## config.mk

```make
export PLATFORM = sky130hd
export DESIGN_NAME = rgb_stream_packer
export DESIGN_NICKNAME = d
export VERILOG_FILES = /design/src/rtl/rgb_stream_packer.sv
export SDC_FILE = /design/constraint.sdc
export NUM_CORES = 1
export LEC_CHECK = 0
export ABC_AREA = 1
export BUFFER_PORTS_ARGS = -buffer_cell sky130_fd_sc_hd__buf_2
export CORE_MARGIN = 3
export CORE_UTILIZATION = 45
export CTS_CLUSTER_DIAMETER = 50
export DETAILED_ROUTE_END_ITERATION = 10
export GPL_TIMING_DRIVEN = 0
export PLACE_DENSITY = 0.66
export REMOVE_ABC_BUFFERS = 1
export SLEW_MARGIN = 10
export SYNTH_ARGS = -nofsm -noshare
export SYNTH_HDL_FRONTEND = slang
export SYNTH_SLANG_ARGS = --single-unit
```

## constraint.sdc

```tcl
create_clock -name out_stream_aclk -period 3.35 [get_ports out_stream_aclk]
set_clock_uncertainty 0.2 [all_clocks]
set_input_delay 0.67 -clock out_stream_aclk [delete_from_list [all_inputs] [get_ports out_stream_aclk]]
set_output_delay 0.67 -clock out_stream_aclk [all_outputs]
set_load 0.01 [all_outputs]
```

## src/rtl/rgb_stream_packer.sv

```systemverilog
// Packs a 24-bit RGB pixel stream into 32-bit AXI4-Stream words (4 pixels -> 3 words).
// Optional macro PACKER_SOF_RESYNC_EN adds in_sof / sof_err frame resynchronisation.
module rgb_stream_packer #(
    parameter int X_PIXELS = 640,
    parameter int Y_SIZE   = 480,
    parameter int XW       = 10,
    parameter int YW       = 9
) (
    input  logic        out_stream_aclk,
    input  logic        periph_resetn,
    input  logic [7:0]  in_r,
    input  logic [7:0]  in_g,
    input  logic [7:0]  in_b,
    input  logic        in_valid,
    output logic        in_ready,
    output logic [31:0] out_stream_tdata,
    output logic [3:0]  out_stream_tkeep,
    output logic        out_stream_tlast,
    output logic        out_stream_tuser,
    output logic        out_stream_tvalid,
    input  logic        out_stream_tready,
`ifdef PACKER_SOF_RESYNC_EN
    input  logic        in_sof,
    output logic        sof_err,
`endif
    output logic        frame_done
);

    typedef enum logic [1:0] {P0, P1, P2, P3} phase_t;

    localparam logic [XW-1:0] X_LAST = XW'(X_PIXELS - 1);
    localparam logic [YW-1:0] Y_LAST = YW'(Y_SIZE - 1);

    phase_t        phase_reg, phase_next, cur_phase;
    logic [XW-1:0] x_reg, x_next, cur_x;
    logic [YW-1:0] y_reg, y_next, cur_y;
    logic [23:0]   hold_reg, hold_next;
    logic [31:0]   tdata_reg, tdata_next;
    logic          tvalid_reg, tvalid_next;
    logic          tlast_reg, tlast_next;
    logic          tuser_reg, tuser_next;
    // Marks the held word as the final word of a frame, so frame_done can follow its handshake
    logic          eof_reg, eof_next;
    logic          frame_done_reg, frame_done_next;
    logic          accept, out_fire, resync;

    assign in_ready = !tvalid_reg || out_stream_tready;
    assign accept   = in_valid && in_ready;
    assign out_fire = tvalid_reg && out_stream_tready;

`ifdef PACKER_SOF_RESYNC_EN
    logic sof_err_reg;
    assign resync  = accept && in_sof && ((x_reg != '0) || (y_reg != '0) || (phase_reg != P0));
    assign sof_err = sof_err_reg;

    always_ff @(posedge out_stream_aclk or negedge periph_resetn) begin
        if (!periph_resetn) begin
            sof_err_reg <= 1'b0;
        end else if (resync) begin
            sof_err_reg <= 1'b1;
        end
    end
`else
    assign resync = 1'b0;
`endif

    always_ff @(posedge out_stream_aclk or negedge periph_resetn) begin
        if (!periph_resetn) begin
            phase_reg <= P0;
        end else begin
            phase_reg <= phase_next;
        end
    end

    always_comb begin
        phase_next      = phase_reg;
        x_next          = x_reg;
        y_next          = y_reg;
        hold_next       = hold_reg;
        tdata_next      = tdata_reg;
        tvalid_next     = tvalid_reg;
        tlast_next      = tlast_reg;
        tuser_next      = tuser_reg;
        eof_next        = eof_reg;
        frame_done_next = out_fire && tlast_reg && eof_reg;

        // A resynchronising pixel is handled as pixel 0 of a fresh frame
        cur_phase = resync ? P0 : phase_reg;
        cur_x     = resync ? '0 : x_reg;
        cur_y     = resync ? '0 : y_reg;

        if (out_fire) begin
            tvalid_next = 1'b0;
        end

        if (accept) begin
            if (cur_x == X_LAST) begin
                x_next = '0;
                y_next = (cur_y == Y_LAST) ? '0 : cur_y + YW'(1);
            end else begin
                x_next = cur_x + XW'(1);
                y_next = cur_y;
            end

            case (cur_phase)
                P0: begin
                    hold_next  = {in_b, in_g, in_r};
                    phase_next = P1;
                end
                P1: begin
                    tdata_next  = {in_r, hold_reg[23:0]};
                    hold_next   = {8'h00, in_b, in_g};
                    // Groups are 4-aligned within a line, so x=1 here means the group began at x=0
                    tuser_next  = (cur_x == XW'(1)) && (cur_y == '0);
                    tlast_next  = 1'b0;
                    eof_next    = 1'b0;
                    tvalid_next = 1'b1;
                    phase_next  = P2;
                end
                P2: begin
                    tdata_next  = {in_g, in_r, hold_reg[15:0]};
                    hold_next   = {16'h0000, in_b};
                    tuser_next  = 1'b0;
                    tlast_next  = 1'b0;
                    eof_next    = 1'b0;
                    tvalid_next = 1'b1;
                    phase_next  = P3;
                end
                P3: begin
                    tdata_next  = {in_b, in_g, in_r, hold_reg[7:0]};
                    hold_next   = '0;
                    tuser_next  = 1'b0;
                    tlast_next  = (cur_x == X_LAST);
                    eof_next    = (cur_x == X_LAST) && (cur_y == Y_LAST);
                    tvalid_next = 1'b1;
                    phase_next  = P0;
                end
                default: phase_next = P0;
            endcase
        end
    end

    always_ff @(posedge out_stream_aclk or negedge periph_resetn) begin
        if (!periph_resetn) begin
            x_reg          <= '0;
            y_reg          <= '0;
            hold_reg       <= '0;
            tdata_reg      <= '0;
            tvalid_reg     <= 1'b0;
            tlast_reg      <= 1'b0;
            tuser_reg      <= 1'b0;
            eof_reg        <= 1'b0;
            frame_done_reg <= 1'b0;
        end else begin
            x_reg          <= x_next;
            y_reg          <= y_next;
            hold_reg       <= hold_next;
            tdata_reg      <= tdata_next;
            tvalid_reg     <= tvalid_next;
            tlast_reg      <= tlast_next;
            tuser_reg      <= tuser_next;
            eof_reg        <= eof_next;
            frame_done_reg <= frame_done_next;
        end
    end

    assign out_stream_tdata  = tdata_reg;
    assign out_stream_tkeep  = 4'hF;
    assign out_stream_tlast  = tlast_reg;
    assign out_stream_tuser  = tuser_reg;
    assign out_stream_tvalid = tvalid_reg;
    assign frame_done        = frame_done_reg;

endmodule

```

== After elaboration in Yosys (flattened, before gate mapping) ==
Index checks and enable logic that the tools add are counted.
Cells by class
  multiplexer cells: 11
  reductions and logical operators: 20
  equality and inequality tests: 6
  add/sub/neg operators: 2
Operator list (count)
  one-hot mux 24 bit (4 select lines): 1
  one-hot mux 32 bit (3 select lines): 1
  adder 10 x 1 -> 10 bit (second input constant): 1
  equality test 10 x 1 -> 1 bit (second input constant): 1
  equality test 10 bit (second input constant): 1
  two-way mux 10 bit: 1
  adder 9 x 1 -> 9 bit (second input constant): 1
  equality test 9 bit (second input constant): 1
  zero test 9 bit: 1
  two-way mux 9 bit: 1
  one-hot mux 2 bit (4 select lines): 1
  AND reduction 2 bit: 4
  logical AND 1 bit: 6
  one-hot mux 1 bit (2 select lines): 3
  equality test 2 bit (second input constant): 2
  nonzero test 2 bit: 2
  OR reduction 2 bit: 2
  two-way mux 1 bit: 3
  nonzero test 3 bit: 1
  OR reduction 3 bit: 1
  equality test 2 x 1 -> 1 bit (second input constant): 1
  zero test 2 bit: 1
  zero test 1 bit: 1
  logical OR 1 bit: 1
Word-level totals
  word-level logic and storage cells: 49
  bits in registers: 82
  input port bits: 28

== Depth between registers and ports, before layout ==
Gate-level depths: netlist (run 1).
  depth after elaboration: 4
  mapped depth: 9
  mapped depth without buffers: 9

== Worst setup path before layout (run 1) ==
No wires, ideal clock.
  kind: input-to-reg
  from: input port out_stream_tready
  to: register tdata_reg[10], in the netlist out_stream_tdata[10]
  cell stages on the path: 9
  setup slack: 1.592 ns
  setup time: 0.132 ns
  data arrival time: 1.425 ns
  buffers on the path: 2
  required time: 3.018 ns
  path through: inv_1 > nand2_4 > nand2_8 > nor2_8 > inv_2 > buf_6 > buf_6 > nand2_1 > o21ai_1
Between the ends
  longest elaborated chain between the ends: 3
Ends and longest elaborated chain
  start, declared: RTL line 21  | input logic out_stream_tready,
  logical OR 1 bit: RTL line 47  | assign in_ready = !tvalid_reg || out_stream_tready;
  via in_ready: RTL line 15  | output logic in_ready,
  logical AND 1 bit: RTL line 48  | assign accept = in_valid && in_ready;
  AND reduction 2 bit (no source line)
  end signal, assigned: RTL line 158  | tdata_reg <= tdata_next;
  end, declared: RTL line 38  | logic [31:0] tdata_reg, tdata_next;
The timed path passes the listed nets, and every way through them passes these cells.
A chain may end at the register's enable or synchronous reset.

== Worst setup path after layout (run 1) ==
  from: register phase_reg[0], in the netlist cur_phase[0]
  to: register hold_reg[6]
Between the ends
  longest elaborated chain between the ends: 2
  elaborated cells on any way between the ends: 5
  those cells by class: 3 x eq/ne; 1 x mux; 1 x reduce/logical
Ends and longest elaborated chain
  start, declared: RTL line 34  | phase_t phase_reg, phase_next, cur_phase;
  start signal, assigned: RTL line 71  | phase_reg <= phase_next;
  equality test 2 bit, or another cell as far along: RTL line 105  | case (cur_phase)
  one-hot mux 24 bit (4 select lines) (*): RTL line 105
  end signal, assigned: RTL line 157  | hold_reg <= hold_next;
  end, declared: RTL line 37  | logic [23:0] hold_reg, hold_next;
Every way passes the cells marked *; elsewhere a longest branch is shown, timed or not.

==> flow_summary_export.csv, run 1 <==
group,metric,value,unit
setup_path,critPathKind,"register to register",
floorplanning,start_util,47.3,%
timing,relSlewSlack,40.2,%
pwr,p_sw,1.63,mW
setup_path,worst_ep_arrival_time,2750,ps
floorplanning,die_h,103,µm
floorplanning,core_area,8930,µm²
finish,regArea,2050,µm²
pwr,total_power,3.89,mW
drt,dr.pass1.iters,5,
logic_synthesis,synth_common_cells,"nand2_1, dfrtp_1, inv_1, a21oi_1, o21ai_0",
finish,largest_register_ffs,32,
setup_path,r2r_cells,6,
placed_design,finalWeightedCongestion,0.845,
logic_synthesis,synth_area,4220,µm²
setup_path,cp_max_fo,17,
timing,max_freq,0.376,GHz
grt,grt_start_max_net_pins,60,
grt,overflow,0,
logic_synthesis,synth-compound-area-share,17.8,%
clock_network,cts-buffers-inserted,9,
finish,syn_to_final_growth,12.3,%
logic_synthesis,synthMuxAreaShare,0,%
placed_design,dp.cells,658,
pwr,internal-power,2.25,mW
finish,final_cell_count_no_fill,674,
floorplanning,ios,69,
logic_synthesis,synthDistinctLibCells,33,
drt,initialDrtViolationCount,187,
finish,multi_input_area,1780,µm²
clock_network,ctsResizeCount,0,
min_path,holdCritPathClass,"input port to asynchronous set/reset pin",
timing,layout_setup_ws,688,ps
setup_path,r2r_end,"hold_reg[6]$_DFFE_PN0P_",
timing,whs,0.0386,ps
logic_synthesis,syn_inst,509,
timing,rsz0062_at_grt,"false",
clock_network,clkLatencyLatePin,360,ps
timing,tightest_slew,896,ps
pwr,ir_drop,337,µV
finish,nets,598,
clock_network,cts_tree,"done",
placed_design,hpwl,6620,µm
finish,num_antenna_cells,0,
placed_design,io_buffers,64,
floorplanning,die_width,103,µm
drt,routedWlPerCell,14.4,µm
finish,final_core_util,53.1,%
setup_path,crit_path_end_kind,"register",
logic_synthesis,synth-xor-area-share,1.04,%
grt,grt_pass1_vias,3312,
finish,final_layout_size_suffix_gt1_share,17.1,%
setup_path,required,3440,ps
clock_network,clockRootBuffer,"clkbuf_8",
clock_network,htree_levels,3,
logic_synthesis,ys_top_cells_by_area,"dfrtp_1, nand2_1, a21oi_1",
logic_synthesis,synth_edf_count,0,
clock_network,clk_pin_slew,90,ps
drt,drt_wl_total,9730,µm
finish,num-fill-cells,866,
flow_run,maxCapViolCount,0,
logic_synthesis,synth_top_cell_by_area,"dfrtp_1",
logic_synthesis,ys.flop_type,"dfrtp_1",
logic_synthesis,yosys.cell_count.top_type,"nand2_1",
timing,setup_viol,0,
logic_synthesis,yosysTopAreaCellShare,48.6,%
logic_synthesis,yosys.area_share.adder,2.67,%
timing,layout_worst_path_cycle_share,79.5,%
drt,num_vias,3560,
logic_synthesis,avgSynthCellArea,8.29,µm²
logic_synthesis,synth_seq_cells,82,
grt,grt_use_total,19.4,%
timing,report.final.hold_viol_count,0,
pwr,clkPwrFrac,18.8,%
pwr,p_seq_share,40.3,%
pwr,switching_share,42.0,%
pwr,power_density,820,nW/µm²
pwr,p_comb_share,40.9,%
timing,finalCriticalPeriod,2660,ps
placed_design,pre_cts_ws,676,ps
clock_network,cts-hold-fix-buffers,0,
pwr,leakagePower,2.33,nW
grt,antenna_found_initial,0,
run_status,status,"completed",
clock_network,clock_sinks,82,
logic_synthesis,yosysSeqAreaShare,48.6,%
drt,drc,0,
setup_path,r2r_slack,690,ps
grt,grt_pass1_wl,16000,µm
clock_network,post_cts.repair.setup_buffers,0,
placed_design,placed_cell_area,4540,µm²
drt,ant_nets,0,
logic_synthesis,synth_top_family_by_area,"simple AND/OR/NAND/NOR gates",
setup_path,start_kind,"register",
timing,fin_setup_tns,0,ps
timing,maxSlewViolCount,0,
logic_synthesis,synth_warnings,0,
clock_network,clock_path_buffers,2,
drt,routed_via_density,5.28,
floorplanning,die_area,10600,µm²
setup_path,r2r_start,"cur_phase[0]$_DFFE_PN0P_",
floorplanning,num_rows,34,
finish,design_area,4740,µm²
logic_synthesis,ys_async_sr_fraction,100,%
logic_synthesis,yosys.area_share.simple,20.3,%
==> kinds of logic after synthesis <==
logic type	after synthesis
AND/OR/NAND/NOR	190
AO/OA/AOI/OAI	137
buffers and inverters	85
flip-flops	82
adder cells (fa/ha/maj)	9
XOR/XNOR	5
other	1
==> power by group through the flow <==
stage	Sequential, mW	Clock, mW	Combinational [mW]
global route	1.61	0.793	1.82
CTS	1.57	0.746	1.61
global placement	1.57	0	1.57
floorplan	1.65	0	0.969
detailed placement	1.59	0	1.60
finish	1.57	0.731	1.59
==> worst max-delay path by stage <==
stage                                         from                               end  slack, ps  cells past startpoint
after CTS                 cur_phase[0]$_DFFE_PN0P_  out_stream_tdata[25]$_DFFE_PN0P_        670                      6
after global routing      cur_phase[0]$_DFFE_PN0P_           hold_reg[6]$_DFFE_PN0P_        520                      6
final                     cur_phase[0]$_DFFE_PN0P_           hold_reg[6]$_DFFE_PN0P_        690                      6
after global placement               periph_resetn              cur_y[1]$_DFFE_PN0P_        720                      1
after floorplan                  out_stream_tready  out_stream_tdata[21]$_DFFE_PN0P_       1300                      6
after detailed placement  cur_phase[0]$_DFFE_PN0P_  out_stream_tdata[25]$_DFFE_PN0P_        680                      6
==> cell usage in the layout (no fill, tap or decap) <==
master      netlist  routed
nand3_1          15      15
nand2_1         120     120
o21ai_1          21      21
o211ai_1          8       8
nand2_8           1       1
buf_4             5       1
clkbuf_8          0       9
a21oi_1          42      42
inv_6             0       2
o21ai_0          39      39
a22oi_1           1       1
buf_2            10      63
conb_1            1       4
buf_16            0       1
nor2_8            1       1
nor2_4            3       3
inv_1            53      53
dfrtp_1          82      82
inv_2             2       2
nor3_1            5       5
bufinv_16         0       1
o31ai_1           8       8
xor2_1            5       5
inv_4             2       2
clkinv_4          0       1
nand3_4           1       1
nand3_2           3       3
clkinvlp_4        0       2
ha_1              9       9
nand2_4           1       1
o22ai_1          17      17
clkinv_2          0       1
o21ai_2           1       1
nor2_2            1       1
nand4_1           8       8
nor2_1           31      31
clkinv_1          1       1
==> layer usage <==
| metal | vias to the layer above | global-route usage (%) | wire [µm] | part of all wire, % |
|---|---|---|---|---|
| met3 | 11 | 4.33 | 548 | 5.6 |
| li1 | 1782 | - | - | - |
| met1 | 1673 | 27.3 | 4680 | 48 |
| met2 | 94 | 30.5 | 4380 | 45 |
| met4 | 0 | 4.88 | 114 | 1.2 |
| met5 | - | 0 | 0 | 0 |
==> area by class of cell <==
| class | instances | share of cell area, % |
|---|---|---|
| clock buffers | 9 | 2.61 |
| inverters | 58 | 4.70 |
| clock inverters | 7 | 1.61 |
| flip-flops and latches | 82 | 43.3 |
| repair buffers | 65 | 7.39 |
| well taps | 108 | 2.85 |
| multi-input cells | 345 | 37.6 |
==> critical path, cell delays in order (launching register included) <==
cell and delay (ps):
dfrtp_1 410, inv_1 140, ha_1 590, clkinv_1 660, o22ai_1 340, nand2_1 100
a21oi_1 150
(Power assumes the default switching activity.)
==> inputs of run 2 (changes only) <==
--- a/config.mk
+++ b/config.mk
@@ -12,7 +12,7 @@
 export CTS_CLUSTER_DIAMETER = 50
 export DETAILED_ROUTE_END_ITERATION = 10
 export GPL_TIMING_DRIVEN = 0
-export PLACE_DENSITY = 0.66
+export PLACE_DENSITY = 0.68
 export REMOVE_ABC_BUFFERS = 1
 export SLEW_MARGIN = 10
 export SYNTH_ARGS = -nofsm -noshare
==> constraint.sdc (replaced) <==
create_clock -name out_stream_aclk -period 2.3 [get_ports out_stream_aclk]
set_clock_uncertainty 0.2 [all_clocks]
set_input_delay 0.46 -clock out_stream_aclk [delete_from_list [all_inputs] [get_ports out_stream_aclk]]
set_output_delay 0.46 -clock out_stream_aclk [all_outputs]
set_load 0.01 [all_outputs]
==> run 2 against run 1 <==
Compared with the run above:
- sequential cell count stayed put
- largest cell class unchanged
- global-route usage is 0.85 points higher
- largest power group unchanged
- critical path type unchanged
- fmax is 27% higher
- via count is 2.5% higher
- setup slack worse by 490 ps
- critical path depth stayed put
- total power is 49% higher
- clock power is 50% higher
==> flow_summary_export.csv, run 2 (synthesized netlist as in run 1, its figures left out) <==
group,metric,value,unit
pwr,power_density,1210,nW/µm²
flow_run,maxCapViolCount,0,
setup_path,crit_path_end_kind,"register",
finish,nets,600,
min_path,holdCritPathClass,"input port to register",
timing,tightest_slew,508,ps
setup_path,critPathKind,"register to register",
timing,layout_setup_ws,196,ps
finish,multi_input_area,1790,µm²
timing,report.final.hold_viol_count,0,
timing,whs,200,ps
finish,final_cell_mix,"nand2_1, dfrtp_1, buf_2",
clock_network,cts-buffers-inserted,9,
pwr,total_power,5.78,mW
drt,ant_nets,0,
clock_network,clock_sinks,82,
finish,regArea,2050,µm²
finish,final_core_util,53.5,%
timing,setup_viol,0,
drt,initialDrtViolationCount,142,
run_status,status,"completed",
drt,drt_wl_total,10100,µm
floorplanning,die_area,10600,µm²
drt,routed_via_density,5.41,
timing,rsz0062_at_grt,"false",
timing,finalCriticalPeriod,2100,ps
finish,final_cell_count_no_fill,675,
placed_design,dp.cells,658,
grt,grt_pass1_vias,3509,
timing,max_freq,0.475,GHz
clock_network,clkLatencyLatePin,350,ps
clock_network,htree_levels,3,
clock_network,clockRootBuffer,"clkbuf_8",
timing,maxSlewViolCount,0,
setup_path,start_kind,"register",
setup_path,cp_max_fo,17,
setup_path,r2r_slack,200,ps
grt,grt_pass1_wl,16900,µm
clock_network,clock_path_buffers,2,
floorplanning,die_h,103,µm
setup_path,worst_ep_arrival_time,2170,ps
drt,dr.pass1.iters,4,
placed_design,finalWeightedCongestion,0.860,
placed_design,io_buffers,64,
drt,drc,0,
grt,grt_use_total,20.2,%
finish,final_layout_size_suffix_gt1_share,17.5,%
timing,layout_worst_path_cycle_share,91.5,%
finish,num_antenna_cells,0,
floorplanning,core_area,8930,µm²
finish,num-fill-cells,857,
floorplanning,start_util,47.3,%
floorplanning,num_rows,34,
floorplanning,ios,69,
floorplanning,die_width,103,µm
drt,num_vias,3649,
grt,grt_start_max_net_pins,65,
placed_design,hpwl,6620,µm
finish,syn_to_final_growth,13.2,%
grt,overflow,0,
placed_design,pre_cts_ws,-267,ps
finish,largest_register_ffs,32,
grt,antenna_found_initial,0,
drt,routedWlPerCell,14.9,µm
pwr,leakagePower,2.34,nW
setup_path,required,2370,ps
finish,final_common_cell,"nand2_1",
clock_network,cts_tree,"done",
clock_network,clk_pin_slew,80,ps
timing,relSlewSlack,66.1,%
pwr,ir_drop,548,µV
## run 2: changes by cell type in the layout (fill, tap and decap cells not counted), moves of 2 or more
cell / change
clkbuf_1: +3
inv_6: -2
ha_2: +3
ha_1: -3
## run 2: worst paths after layout
kind | to | cells after the start | start
worst max-delay path | out_stream_tdata[30]$_DFFE_PN0P_ | 6 | cur_phase[0]$_DFFE_PN0P_
min in group asynchronous | out_stream_tdata[28]$_DFFE_PN0P_ | 2 | periph_resetn
worst max register to register | out_stream_tdata[30]$_DFFE_PN0P_ | 6 | cur_phase[0]$_DFFE_PN0P_
max in group asynchronous | cur_y[5]$_DFFE_PN0P_ | 3 | periph_resetn
worst min register to register | out_stream_tdata[0]$_DFFE_PN0P_ | 2 | out_stream_tdata[0]$_DFFE_PN0P_
worst min-delay path | hold_reg[13]$_DFFE_PN0P_ | 3 | in_g[5]
## run 2: power by group
group	switching, mW	internal, mW	leakage [nW]
Combinational	1.57	0.821	1.21
Clock	0.495	0.606	0.100
Sequential	0.315	1.97	1.02
Total	2.38	3.40	2.34
## run 2: cell type report
type                            count  area share (%)
Sequential cell                    82            42.9
Multi-Input combinational cell    345            37.5
Timing Repair Buffer               66            7.54
Inverter                           58            4.82
Clock buffer                       12            2.83
Tap cell                          108            2.83
Clock inverter                      3            1.36
Timing Repair inverter              1           0.157
## run 2: worst max-delay path: stages (launching register included)
cell      delay, ps
dfrtp_1         420
inv_1           150
ha_2            430
clkinv_2        340
o22ai_1         260
a21oi_1          80
o21ai_1         160
## run 2: repair_timing
action                                 4_1_cts  5_1_grt
gates resized for setup                      6        3
endpoints found under the hold margin       18        0
cloned                                       1        0
setup endpoints to repair                   33        8
buffers inserted                             0        0
hold buffers                                 1        0
## run 2: per-stage QoR
step,setup TNS (ps),area [µm²]
final,0,4780
after global routing,0,4780
after CTS,0,4770
after detailed placement,-4380,4540
after global placement,-10560,4510
after floorplan,0,4060
## run 2: layer usage
| layer | vias up | GRT usage, % | part of all wire [%] |
|---|---|---|---|
| li1 | 1778 | - | - |
| met1 | 1752 | 26.2 | 45 |
| met2 | 103 | 34.6 | 48 |
| met3 | 16 | 2.84 | 4.4 |
| met4 | 0 | 7.47 | 2.0 |
| met5 | - | 0 | 0 |
